**src/rtl/audio_clip_player.sv**
```systemverilog
// Audio clip player: fetches clip samples from a ROM at a fixed rate and
// hands them to an audio controller FIFO, either once or looped.
// Optional feature: define AUDIO_STEREO_DUP_EN to copy left onto right.
// Ports:
//   CLOCK_50, reset            clock and sync active-high reset
//   start, stop, clip_sel      playback control, clip index
//   loop_en                    repeat selection, latched at start
//   clip_start/end_flat        per-clip inclusive address range table
//   rom_addr, rom_q            ROM address out, ROM data in
//   audio_out_allowed          controller FIFO has room
//   write_audio_out            write strobe to the controller
//   left/right_channel_*       left-justified 32-bit samples
//   playing, done, overrun_cnt status
module audio_clip_player #(
   parameter  int SAMPLE_W  = 6,
   parameter  int ADDR_W    = 16,
   parameter  int NUM_CLIPS = 3,
   parameter  int RATE_DIV  = 2001,
   parameter  int ROM_LAT   = 1,
   parameter  int SIGNED_IN = 0,
   localparam int CIDX_W    = (NUM_CLIPS > 1) ? $clog2(NUM_CLIPS) : 1
) (
   input  logic                        CLOCK_50,
   input  logic                        reset,
   input  logic                        start,
   input  logic                        stop,
   input  logic [CIDX_W-1:0]           clip_sel,
   input  logic                        loop_en,
   input  logic [NUM_CLIPS*ADDR_W-1:0] clip_start_flat,
   input  logic [NUM_CLIPS*ADDR_W-1:0] clip_end_flat,
   output logic [ADDR_W-1:0]           rom_addr,
   input  logic [SAMPLE_W-1:0]         rom_q,
   input  logic                        audio_out_allowed,
   output logic                        write_audio_out,
   output logic [31:0]                 left_channel_audio_out,
   output logic [31:0]                 right_channel_audio_out,
   output logic                        playing,
   output logic                        done,
   output logic [7:0]                  overrun_cnt
);

   localparam int DIV_W = $clog2(RATE_DIV);

   typedef enum logic [1:0] {
      IDLE,
      FETCH,
      PRESENT,
      WAIT
   } state_t;

   state_t              state_q, state_d;
   logic [ADDR_W-1:0]   addr_q, addr_d;
   logic [ADDR_W-1:0]   cstart_q, cstart_d;
   logic [ADDR_W-1:0]   cend_q, cend_d;
   logic                loop_q, loop_d;
   logic [DIV_W-1:0]    div_q, div_d;
   logic [1:0]          lat_q, lat_d;
   logic [SAMPLE_W-1:0] sample_q, sample_d;
   logic [31:0]         left_q, left_d;
   logic                done_q, done_d;
   logic [7:0]          ovr_q, ovr_d;

   logic                sel_ok;
   logic [ADDR_W-1:0]   sel_s, sel_e;
   logic                tick, wr;
   logic [SAMPLE_W-1:0] s;
   logic [31:0]         fmt;

   always_comb begin
      sel_ok = 1'b0;
      sel_s  = '0;
      sel_e  = '0;
      for (int i = 0; i < NUM_CLIPS; i++) begin
         if (clip_sel == CIDX_W'(i)) begin
            sel_ok = 1'b1;
            sel_s  = clip_start_flat[i*ADDR_W +: ADDR_W];
            sel_e  = clip_end_flat[i*ADDR_W +: ADDR_W];
         end
      end
   end

   assign tick = (div_q == DIV_W'(RATE_DIV - 1));
   assign wr   = (state_q == PRESENT) && audio_out_allowed;

   // offset-binary becomes two's complement by flipping the MSB
   assign s   = (SIGNED_IN != 0) ? sample_q
              : sample_q ^ (SAMPLE_W'(1) << (SAMPLE_W - 1));
   assign fmt = 32'(s) << (32 - SAMPLE_W);

   always_comb begin
      state_d  = state_q;
      addr_d   = addr_q;
      cstart_d = cstart_q;
      cend_d   = cend_q;
      loop_d   = loop_q;
      div_d    = tick ? '0 : div_q + DIV_W'(1);
      lat_d    = lat_q;
      sample_d = sample_q;
      left_d   = wr ? fmt : left_q;
      done_d   = 1'b0;
      ovr_d    = ovr_q;
      if (stop) begin
         state_d = IDLE;
      end else if (start && sel_ok) begin
         cstart_d = sel_s;
         // a reversed range collapses to one sample at start
         cend_d   = (sel_e < sel_s) ? sel_s : sel_e;
         loop_d   = loop_en;
         div_d    = '0;
         lat_d    = '0;
         addr_d   = sel_s;
         state_d  = FETCH;
      end else begin
         unique case (state_q)
            IDLE: ;
            FETCH: begin
               if (tick && ovr_q != 8'hFF) ovr_d = ovr_q + 8'd1;
               // first edge after rom_q settles is ROM_LAT+1 edges in
               if (lat_q == 2'(ROM_LAT)) begin
                  sample_d = rom_q;
                  state_d  = PRESENT;
               end else begin
                  lat_d = lat_q + 2'd1;
               end
            end
            PRESENT: begin
               if (tick && ovr_q != 8'hFF) ovr_d = ovr_q + 8'd1;
               if (wr) state_d = WAIT;
            end
            WAIT: begin
               if (tick) begin
                  lat_d   = '0;
                  state_d = FETCH;
                  if (addr_q != cend_q) begin
                     addr_d = addr_q + ADDR_W'(1);
                  end else if (loop_q) begin
                     addr_d = cstart_q;
                  end else begin
                     state_d = IDLE;
                     done_d  = 1'b1;
                  end
               end
            end
            default: state_d = IDLE;
         endcase
      end
   end

   always_ff @(posedge CLOCK_50) begin
      if (reset) begin
         state_q  <= IDLE;
         addr_q   <= '0;
         cstart_q <= '0;
         cend_q   <= '0;
         loop_q   <= 1'b0;
         div_q    <= '0;
         lat_q    <= '0;
         sample_q <= '0;
         left_q   <= '0;
         done_q   <= 1'b0;
         ovr_q    <= '0;
      end else begin
         state_q  <= state_d;
         addr_q   <= addr_d;
         cstart_q <= cstart_d;
         cend_q   <= cend_d;
         loop_q   <= loop_d;
         div_q    <= div_d;
         lat_q    <= lat_d;
         sample_q <= sample_d;
         left_q   <= left_d;
         done_q   <= done_d;
         ovr_q    <= ovr_d;
      end
   end

   assign rom_addr               = addr_q;
   assign write_audio_out        = wr;
   assign left_channel_audio_out = wr ? fmt : left_q;
   assign playing                = (state_q != IDLE);
   assign done                   = done_q;
   assign overrun_cnt            = ovr_q;

`ifdef AUDIO_STEREO_DUP_EN
   assign right_channel_audio_out = left_channel_audio_out;
`else
   assign right_channel_audio_out = 32'd0;
`endif

endmodule

```
**config.mk**
```make
export PLATFORM = sky130hd
export DESIGN_NAME = audio_clip_player
export DESIGN_NICKNAME = d
export VERILOG_FILES = /design/src/rtl/audio_clip_player.sv
export SDC_FILE = /design/constraint.sdc
export NUM_CORES = 1
export LEC_CHECK = 0
export BUFFER_PORTS_ARGS = -buffer_cell sky130_fd_sc_hd__buf_4
export CORE_MARGIN = 4
export CORE_UTILIZATION = 44
export CTS_CLUSTER_SIZE = 12
export DETAILED_ROUTE_END_ITERATION = 7
export GPL_ROUTABILITY_DRIVEN = 0
export HOLD_SLACK_MARGIN = 0.02
export PLACE_DENSITY = 0.76
export SYNTH_ARGS = -nofsm -noshare
export SYNTH_HDL_FRONTEND = slang
export SYNTH_SLANG_ARGS = --single-unit
```
**constraint.sdc**
```tcl
create_clock -name CLOCK_50 -period 6.15 [get_ports CLOCK_50]
set_clock_uncertainty 0.05 [all_clocks]
set_input_delay 1.23 -clock CLOCK_50 [delete_from_list [all_inputs] [get_ports CLOCK_50]]
set_output_delay 1.23 -clock CLOCK_50 [all_outputs]
set_load 0.005 [all_outputs]
```
* Yosys cells after proc, flatten, opt, wreduce, memory -nomap -nowiden
Cells that the tools add are included.
** Word-level totals
- Register bits after elaboration :: 111
- Bits in latches :: 0
- Memory bits (writable) :: 0
- Bits in read-only memories :: 0
- Output and inout port bits :: 91
- Logic and storage cells :: 91
- Memories kept :: 0
** Operators by class
- $add $sub $neg :: 4
- Multipliers :: 0
- Divide/modulo/power cells :: 0
- Magnitude comparators :: 1
- Eq/ne operators :: 16
- Shift-type cells :: 0
- Multiplexer cells :: 31
- Bitwise logic cells :: 5
- Reduce and logical (&&, ||, !) cells :: 22
** Operators with widths (number)
- $mux W16 :: 12
- $mux W11 :: 3
- $mux W32 :: 1
- $reduce_and A4 Y1 :: 6
- $add A16 B1 Y16 const B :: 1
- $lt A16 B16 Y1 :: 1
- $ne A16 B16 Y1 :: 1
- $mux W2 :: 6
- $add A11 B1 Y11 const B :: 1
- $eq A11 B11 Y1 const B :: 1
- $ne A3 B3 Y1 const B :: 3
- $reduce_bool A3 Y1 :: 3
- $add A8 B1 Y8 const B :: 1
- $ne A8 B8 Y1 const B :: 1
- $mux W1 :: 7
- $eq A2 B1 Y1 const B :: 3
- $eq A2 B2 Y1 const B :: 3
- $ne A2 B2 Y1 const B :: 3
- $pmux W2 S3 :: 1
- $reduce_bool A2 Y1 :: 3
- $reduce_or A6 Y1 :: 1
- $not A1 Y1 :: 5
- $pmux W2 S2 :: 1
- $reduce_bool A4 Y1 :: 1
- 7 further kinds :: 10

* Longest topological paths before layout
Gate-level depths: netlist of run 1.
- Word-level depth :: 7
- Depth in mapped cells :: 14
- Depth with buffers taken out :: 11

* Least setup slack after synthesis of run 1
Ideal clock, no wire load.
- Path type :: input -> register
- Start point :: input clip_sel[1]
- End point :: register cend_q[10]
- Arrival :: 3.804 ns
- Data required time :: 5.978 ns
- Path slack :: 2.174 ns
- Stages on the path :: 12
- Path buffers :: 3
- Cell sequence :: buf_2 -> nor2b_1 -> clkbuf_1 -> a21o_1 -> inv_1 -> ha_1 -> a21o_1 -> a21o_1 -> a221oi_1 -> clkbuf_1 -> o211ai_1 -> a311o_1
** On the way
- Cells in the longest elaborated chain, start to end :: 6
** RTL lines
- start: declaration :: RTL line 27 : input logic [CIDX_W-1:0] clip_sel,
- $logic_not A2 Y1 :: RTL line 74 : if (clip_sel == CIDX_W'(i)) begin
- $mux W16 / $mux W1 (equally long branches) (3 in series) :: RTL line 74
- $lt A16 B16 Y1 / $logic_and A1 B1 Y1 (equally long branches) :: RTL line 107, 104
- $mux W16 / $reduce_and A2 Y1 (equally long branches)
- end signal: assignment :: RTL line 166 : cend_q <= cend_d;
- end: declaration :: RTL line 54 : logic [ADDR_W-1:0] cend_q, cend_d;
Parallel ways exist; a longest one is shown, timed or not.
A chain may end at the register's enable or synchronous reset.

* Worst setup path after layout of run 1
- Start point :: input clip_sel[1]
- End point :: register cend_q[0]
Same word-level chain as after synthesis.

==> results of run 1 <==
power by group:
group	internal (uW)	leakage, uW	switching (uW)
Combinational	168	0.00284	213
Clock	283	0.000137	277
Sequential	744	0.000900	30.9
worst reg2reg max path, stage by stage, from the launching register on:
cell	delay (ns)
dfxtp_1	0.41
ha_1	0.36
inv_1	0.06
or4_1	0.56
a21oi_1	0.21
o21ai_1	0.44
a211o_1	0.41
a21oi_1	0.13
state kept, by name (all words and copies together) (netlist names):
register and flops:
lat_q 2, loop_q 1, rom_addr 16, overrun_cnt 8
div_q 11, done 1, left_q 32, cend_q 16
cstart_q 16, state_q 2, sample_q 6
metal layers:
metal  GRT usage  part of all wire  vias to the layer above
met3      0.0359             0.067                       28
met4      0.0600             0.017                        0
li1            -                 -                     3122
met5           0                 0                        -
met1       0.268              0.44                     2899
met2       0.334              0.47                      229
layout make-up:
| type | instances | area, um^2 | share of cell area |
|---|---|---|---|
| Clock buffer | 10 | 229 | 0.0276 |
| Clock inverter | 6 | 55.1 | 0.00663 |
| Inverter | 26 | 97.6 | 0.0118 |
| Multi-Input combinational cell | 634 | 4130 | 0.498 |
| Sequential cell | 111 | 2220 | 0.268 |
| Tap cell | 188 | 235 | 0.0283 |
| Timing Repair Buffer | 177 | 1330 | 0.160 |
layout by cell type, fill, tap and decap left out, types with 3 or more instances in the layout:
master	count
nand3b_1	16
a211o_1	3
conb_1	32
clkbuf_16	9
nand3_1	22
nand2b_1	3
inv_6	3
or3_1	3
xnor2_1	9
nor3_1	11
nand2_1	65
a311o_1	9
inv_1	26
o21ai_0	14
ha_1	25
buf_4	177
nand4_1	22
a21o_1	20
nor2_1	89
xor2_1	29
a31oi_1	10
and2_1	34
a21oi_1	25
nor3b_1	10
o21ai_1	18
mux2_2	8
and3_1	34
nor2b_1	3
o211ai_1	11
nor4_1	4
dfxtp_1	111
and4_1	3
nor3_2	3
mux2i_1	43
a211oi_1	16
path summary, 6_finish.rpt:
check                           slack (ns)            to  cells after the start
worst min-delay path                  0.40  cstart_q[10]                      1
worst max-delay path                  1.51     cend_q[0]                     12
worst max register to register        3.45   rom_addr[0]                      7
worst min register to register        0.40  cstart_q[10]                      1
cells by family (layout without fill, tap and decap cells):
kind of cell / Yosys count / after routing
fa+ha+maj: 25 / 25
compound gates: 151 / 151
mux: 53 / 53
other cells: 1 / 32
xor+xnor: 38 / 38
flops: 111 / 111
buf+inv: 112 / 219
simple gates: 335 / 335
stage by stage:
| stage | instance area, um^2 | setup slack (ns) | hold WS, ns | instances |
|---|---|---|---|---|
| after floorplan | 6910 | 2.17 | 0.369 | 857 |
| after global placement | 8020 | 1.32 | 0.384 | 1136 |
| after detailed placement | 8020 | 1.23 | 0.388 | 1136 |
| after CTS | 8300 | 1.59 | 0.406 | 1152 |
| after global routing | 8300 | 1.24 | 0.427 | 1152 |
| final | 8300 | 1.51 | 0.404 | 1152 |
==> results.md, run 1 <==
- Syn Area/Cell: 8.22 um^2
- CTS tree: yes
- Clock Latency Late Sink: 0.35 ns
- Crit path cell chain: buf_4 > nor2b_2 > buf_4 > nand2_1 > o21ai_1 > ha_1 > a21oi_1 > o21ai_1 > a221oi_4 > buf_4 > o311ai_0 > a311o_1
- Ant diodes: 0
- WP data required: 6.34 ns
- Clock transition at the registers of the reported paths: 0.08 ns
- Post-cts resize count: 0
- Mapped Area: 6790 um^2
- Top-count cell post-synth: dfxtp_1
- Crit path top cell by count: buf_4
- Remaining global-route overflow: 0
- Worst hold path class: flip-flop to flip-flop
- Xor/xnor share of the synthesized area: 0.0490
- DRC: 0
- Post-route ant nets: 0
- CP Max Fanout: 38
- Post-synthesis sequential area ratio: 0.327
- CTS Root Cell: clkbuf_16
- Layout area overhead: 22.2%
- Cell taking the most area after synthesis: dfxtp_1
- Post-synthesis cell type count: 68
- Hold path start: cstart_q[10]
- FMAX: 0.216 GHz
- Vias in the first global route: 5887
- Multiplexer area fraction after synthesis: 0.0800
- Vias: 6278
- Async SR Flop Fraction: 0
- Number of synthesized flops with an enable pin: 0
- Util after Layout: 0.548
- Pwr Density: 207 nW/um^2
- Routed len/inst: 16.0 um
- Area contributors post-synth: dfxtp_1, mux2i_1, nor2_1, ha_1, xor2_1
- Status: complete, no violations
- Post-synth top area share: 0.327
- Synth Area in Compound Gates: 0.154
- Critical path's slowest cell: a221oi_4
- CP Class: input port to flip-flop
- Starting Density: 0.448
- Std cell rows: 45
- DP HPWL: 13.8 mm
- Hold Fails Final Rpt: 0
- Die height: 132 um
- Worst setup startpoint: clip_sel[1]
- Main combinational cell family by area after synthesis: simple AND/OR/NAND/NOR gates
- MaxCap Viol Count: 0
- Die W: 132 um
- H-tree depth reported by CTS: 3
- Setup_tns: 0 ns
- CTS Buf Count: 9
- Post-synthesis adder-cell area fraction: 0.0461
- Clk sinks: 111
- Slew headroom: 0.169
- DIE AREA: 17500 um^2
- Worst r2r src: state_q[0]
- Total setup buffers inserted after CTS: 0
- DRT Pass-1 Iters: 5
- Buffer and inverter count on the worst path: 3
- Final-report max-slew violation count: 0
- DR iter-0 viols: 451
- Post-Synth Simple-Gate Area: 0.258
- Final wirelength: 18.5 mm
- Slowest stage delay, CP: 0.75 ns
- Fillers: 1421
- Io pins: 201
- Final worst-path cycle share: 0.754
- Global-route wire length before repair: 29.4 mm
- Unrepaired setup endpoints after global routing: false
- Final Critical Period: 4.64 ns
- Arrival time at the worst endpoint: 4.83 ns
- PortBufs: 168
- Number of synthesized register bits: 111
- Crit. End Element: flip-flop
- Total GRT Usage: 0.201
- Antenna violations before repair: 0
- Share of layout cells above drive strength 1: 0.223
- Leakage: 0.00387 uW
- CTS Buffer Depth: 2
- Setup violators final: 0
- VDD IR max: 0.147 mV
- Total power: 1720 uW
- Measured slew at the worst slew-check pin: 1.24 ns
- Final nets: 1094
- Post-CTS Hold Buffers: 0
- CP top delay family: compound AO/OA/AOI/OAI gates
- Vias per cell: 5.45
- Core ar.: 15100 um^2
- Synthesis warning total: 0
- Ys flop type: dfxtp_1
- Critical path startpoint category: input port
- Post-synth top cells: dfxtp_1, nor2_1, nand2_1, mux2i_1
- Largest net degree at the start of global routing: 41
- Cells after Synth: 826
(Power assumes the default switching activity.)
==> run 2, diff against run 1 <==
PLACE_DENSITY = 0.78   (was 0.76)
clock period = 3.9 ns   (was 6.15 ns; I/O delays follow)
==> results.md, run 2 (same netlist as run 1, synthesis figures left out) <==
- Slew headroom: 0.235
- Unrepaired setup endpoints after global routing: false
- PortBufs: 168
- Clock Latency Late Sink: 0.34 ns
- DRT Pass-1 Iters: 5
- Slowest stage delay, CP: 0.85 ns
- DRC: 0
- Leakage: 0.00393 uW
- WP data required: 4.14 ns
- DR iter-0 viols: 426
- Crit. End Element: flip-flop
- Most frequent cells in the layout: buf_4, dfxtp_1, nor2_1
- Status: complete, no violations
- Pwr Density: 323 nW/um^2
- Post-route ant nets: 0
- Final-report max-slew violation count: 0
- Placed Area: 8110 um^2
- Clk sinks: 111
- Final worst-path cycle share: 0.891
- Total power: 2710 uW
- DP HPWL: 13.8 mm
- Remaining global-route overflow: 0
- Critical path startpoint category: input port
- Setup violators final: 0
- Crit path cell chain: buf_4 > buf_4 > mux2i_1 > nor2_1 > a21oi_1 > ha_1 > nand4_1 > nor2_1 > nor2_1 > nand3_1 > o311ai_0 > a311o_1
- Layout area overhead: 23.6%
- Hold Fails Final Rpt: 0
- Worst hold path class: flip-flop to flip-flop
- Util after Layout: 0.554
- MaxCap Viol Count: 0
- Clock transition at the registers of the reported paths: 0.07 ns
- Die W: 132 um
- Vias per cell: 5.43
- Arrival time at the worst endpoint: 3.71 ns
- Setup_tns: 0 ns
- Post-cts resize count: 0
- Critical path's slowest cell: nor2_1
- DIE AREA: 17500 um^2
- CP Class: input port to flip-flop
- CP top delay family: simple AND/OR/NAND/NOR gates
- Final nets: 1105
- Total setup buffers inserted after CTS: 0
- H-tree depth reported by CTS: 3
- Vias in the first global route: 6057
- Total GRT Usage: 0.200
- Vias: 6313
- Die height: 132 um
- CTS Root Cell: clkbuf_16
- Largest register FFs: 32
- Reg with most FFs: left_q
- Core ar.: 15100 um^2
- Area taken by flip-flops and latches: 2220 um^2
- Io pins: 201
- Antenna violations before repair: 0
- Ant diodes: 0
- FMAX: 0.288 GHz
- Final Critical Period: 3.47 ns
- CTS Buf Count: 9
- CTS Buffer Depth: 2
- Fillers: 1428
- Buffer and inverter count on the worst path: 2
- Area of the multi-input gates: 4130 um^2
- Post-CTS Hold Buffers: 0
- Final wirelength: 18.3 mm
- Global-route wire length before repair: 29.4 mm
- Measured slew at the worst slew-check pin: 1.15 ns
- Share of layout cells above drive strength 1: 0.232
- Post-Place Setup Slack: 0.129 ns
- Std cell rows: 45
- Most common cell after layout, fill and taps aside: buf_4
- Largest net degree at the start of global routing: 46
- Setup slack after layout: 0.427 ns
- VDD IR max: 0.248 mV
- Finished Cell Area: 8390 um^2
- Starting Density: 0.448
- CP Max Fanout: 29
- Crit path top cell by count: nor2_1
- CTS tree: yes
- Routed len/inst: 15.8 um
-- run 2: final cells by class --
type	count	share of cell area
Multi-Input combinational cell	634	0.492
Clock inverter	5	0.00507
Timing Repair Buffer	188	0.170
Tap cell	188	0.0280
Clock buffer	10	0.0285
Sequential cell	111	0.265
Inverter	26	0.0116
-- run 2: report_power, final --
| part | internal [uW] | total, uW | switching (uW) |
|---|---|---|---|
| sequential | 1170 | 1220 | 47.8 |
| clock | 455 | 874 | 419 |
| combinational | 277 | 614 | 337 |
-- run 2: through the flow --
stage          hold slack [ns]  std cells
2_1_floorplan            0.369        857
3_3_place_gp             0.381       1147
3_5_place_dp             0.387       1147
4_1_cts                  0.404       1162
5_1_grt                  0.419       1162
6_report                 0.403       1162
-- run 2: worst paths after layout --
check / slack [ns] / endpoint / cells after the start / from
worst max-delay path: 0.43 / cend_q[0] / 12 / clip_sel[0]
worst min-delay path: 0.40 / cstart_q[4] / 1 / cstart_q[4]
worst max register to register: 1.27 / rom_addr[5] / 7 / state_q[0]
worst min register to register: 0.40 / cstart_q[4] / 1 / cstart_q[4]
-- run 2: layer usage --
layer | vias up | part of all wire | global-route usage
li1 | 3141 | - | -
met1 | 2928 | 0.45 | 0.268
met2 | 209 | 0.47 | 0.326
met3 | 35 | 0.054 | 0.0309
met4 | 0 | 0.027 | 0.0756
met5 | - | 0 | 0
==> run 3, diff against run 2 <==
--- a/config.mk
+++ b/config.mk
@@ -15,2 +15,3 @@
 export PLACE_DENSITY = 0.78
+export SLEW_MARGIN = 15
 export SYNTH_ARGS = -nofsm -noshare
==> constraint.sdc (replaced) <==
create_clock -name CLOCK_50 -period 3.9 [get_ports CLOCK_50]
set_clock_uncertainty 0.05 [all_clocks]
set_input_delay 0.585 -clock CLOCK_50 [delete_from_list [all_inputs] [get_ports CLOCK_50]]
set_output_delay 0.585 -clock CLOCK_50 [all_outputs]
set_load 0.005 [all_outputs]
==> results.md, run 3 (same netlist as run 1, synthesis figures left out) <==
- Status: complete, no violations
- Post-Place Setup Slack: 0.347 ns
- Share of layout cells above drive strength 1: 0.232
- Setup slack after layout: 0.697 ns
- Hold Fails Final Rpt: 0
- Total GRT Usage: 0.208
- Final-report max-slew violation count: 0
- DIE AREA: 17500 um^2
- Crit. End Element: flip-flop
- DRT Pass-1 Iters: 5
- DR iter-0 viols: 450
- Fillers: 1384
- Largest register FFs: 32
- Most common cell after layout, fill and taps aside: buf_4
- CP Max Fanout: 21
- Worst hold path class: input port to flip-flop
- Vias: 6345
- Arrival time at the worst endpoint: 3.40 ns
- FMAX: 0.312 GHz
- Clock Latency Late Sink: 0.36 ns
- Antenna violations before repair: 0
- VDD IR max: 0.221 mV
- Setup_tns: 0 ns
- Pwr Density: 329 nW/um^2
- Post-CTS Hold Buffers: 0
- Reg with most FFs: left_q
- Leakage: 0.00393 uW
- Area of the multi-input gates: 4130 um^2
- Routed len/inst: 16.2 um
- Global-route wire length before repair: 30.5 mm
- Unrepaired setup endpoints after global routing: false
- Final wirelength: 18.8 mm
- PortBufs: 168
- Hold EP: loop_q
- Largest net degree at the start of global routing: 41
- Post-route ant nets: 0
- Critical path startpoint category: input port
- Worst setup startpoint: clip_sel[0]
- R2r endpoint: rom_addr[5]
- Std cell rows: 45
- Slew headroom: 0.302
- Core ar.: 15100 um^2
- CP Class: input port to flip-flop
- H-tree depth reported by CTS: 3
- Vias in the first global route: 5971
- Die height: 132 um
- Total setup buffers inserted after CTS: 0
- Remaining global-route overflow: 0
- Vias per cell: 5.47
- CTS Root Cell: clkbuf_16
- Die W: 132 um
- Ant diodes: 0
- R2R depth: 7
- Final nets: 1103
- Hold path start: loop_en
- DP HPWL: 14.0 mm
- Setup violators final: 0
- Layout area overhead: 23.8%
- Post-cts resize count: 0
- Measured slew at the worst slew-check pin: 1.05 ns
- Clk sinks: 111
- CTS tree: yes
- DRC: 0
- WP data required: 4.10 ns
- CTS Buffer Depth: 2
- Area taken by flip-flops and latches: 2220 um^2
- Hold path depth: 2
- Worst r2r src: state_q[0]
- Final worst-path cycle share: 0.821
- Reg2reg setup slack: 1.23 ns
- Clock transition at the registers of the reported paths: 0.08 ns
- CTS Buf Count: 9
- Final Critical Period: 3.20 ns
- MaxCap Viol Count: 0
- Io pins: 201
- Starting Density: 0.448
- Most frequent cells in the layout: buf_4, dfxtp_1, nor2_1
## run 3: changes by cell type in the layout (fill, tap and decap cells not counted), sizes merged
cell,delta
buf,-2
clkbuf,-1
clkinv,-1
inv,+2
clkinvlp,+1
## run 3: metrics by stage
step | utilization | instances | instance area [um^2] | power (uW) | hold WS (ns)
final | 0.555 | 1161 | 8410 | 2760 | 0.398
after global routing | 0.555 | 1161 | 8410 | 2890 | 0.401
after CTS | 0.555 | 1161 | 8400 | 2770 | 0.393
after detailed placement | 0.535 | 1145 | 8110 | 1860 | 0.387
after global placement | 0.535 | 1145 | 8110 | 1840 | 0.384
after floorplan | - | 857 | 6910 | 1640 | 0.369
## run 3: cell type report
type,count,share of cell area
multi-input cells,634,0.492
clock inverters,7,0.00848
clock buffers,9,0.0268
repair buffers,186,0.169
inverters,26,0.0116
flip-flops and latches,111,0.264
well taps,188,0.0280
## run 3: worst max-delay path, cell delays in order
cell and delay, ns:
buf_4 0.31, buf_4 0.35, mux2i_1 0.22, o21ai_1 0.12
ha_1 0.33, a21oi_1 0.18, o21ai_1 0.12, a221oi_4 0.52
buf_4 0.28, o211ai_1 0.11, a311o_1 0.26
## run 3: worst max-delay path by stage
stage,endpoint,depth (start not counted)
6_report,cend_q[9],11
5_1_grt,cend_q[9],11
4_1_cts,cend_q[0],12
3_5_place_dp,cend_q[0],12
3_3_place_gp,cend_q[6],12
2_1_floorplan,cend_q[10],12
## run 3: power by group
group          total, uW  switching [uW]  internal [uW]
Combinational        618             340            279
Sequential          1220            49.4           1170
Clock                922             468            454
Total               2760             858           1910
## run 3: metal layers
metal	GRT usage	vias to the layer above	part of all wire
li1	-	3143	-
met1	0.286	2963	0.44
met2	0.344	210	0.48
met3	0.0313	29	0.060
met4	0.0543	0	0.017
met5	0	-	0
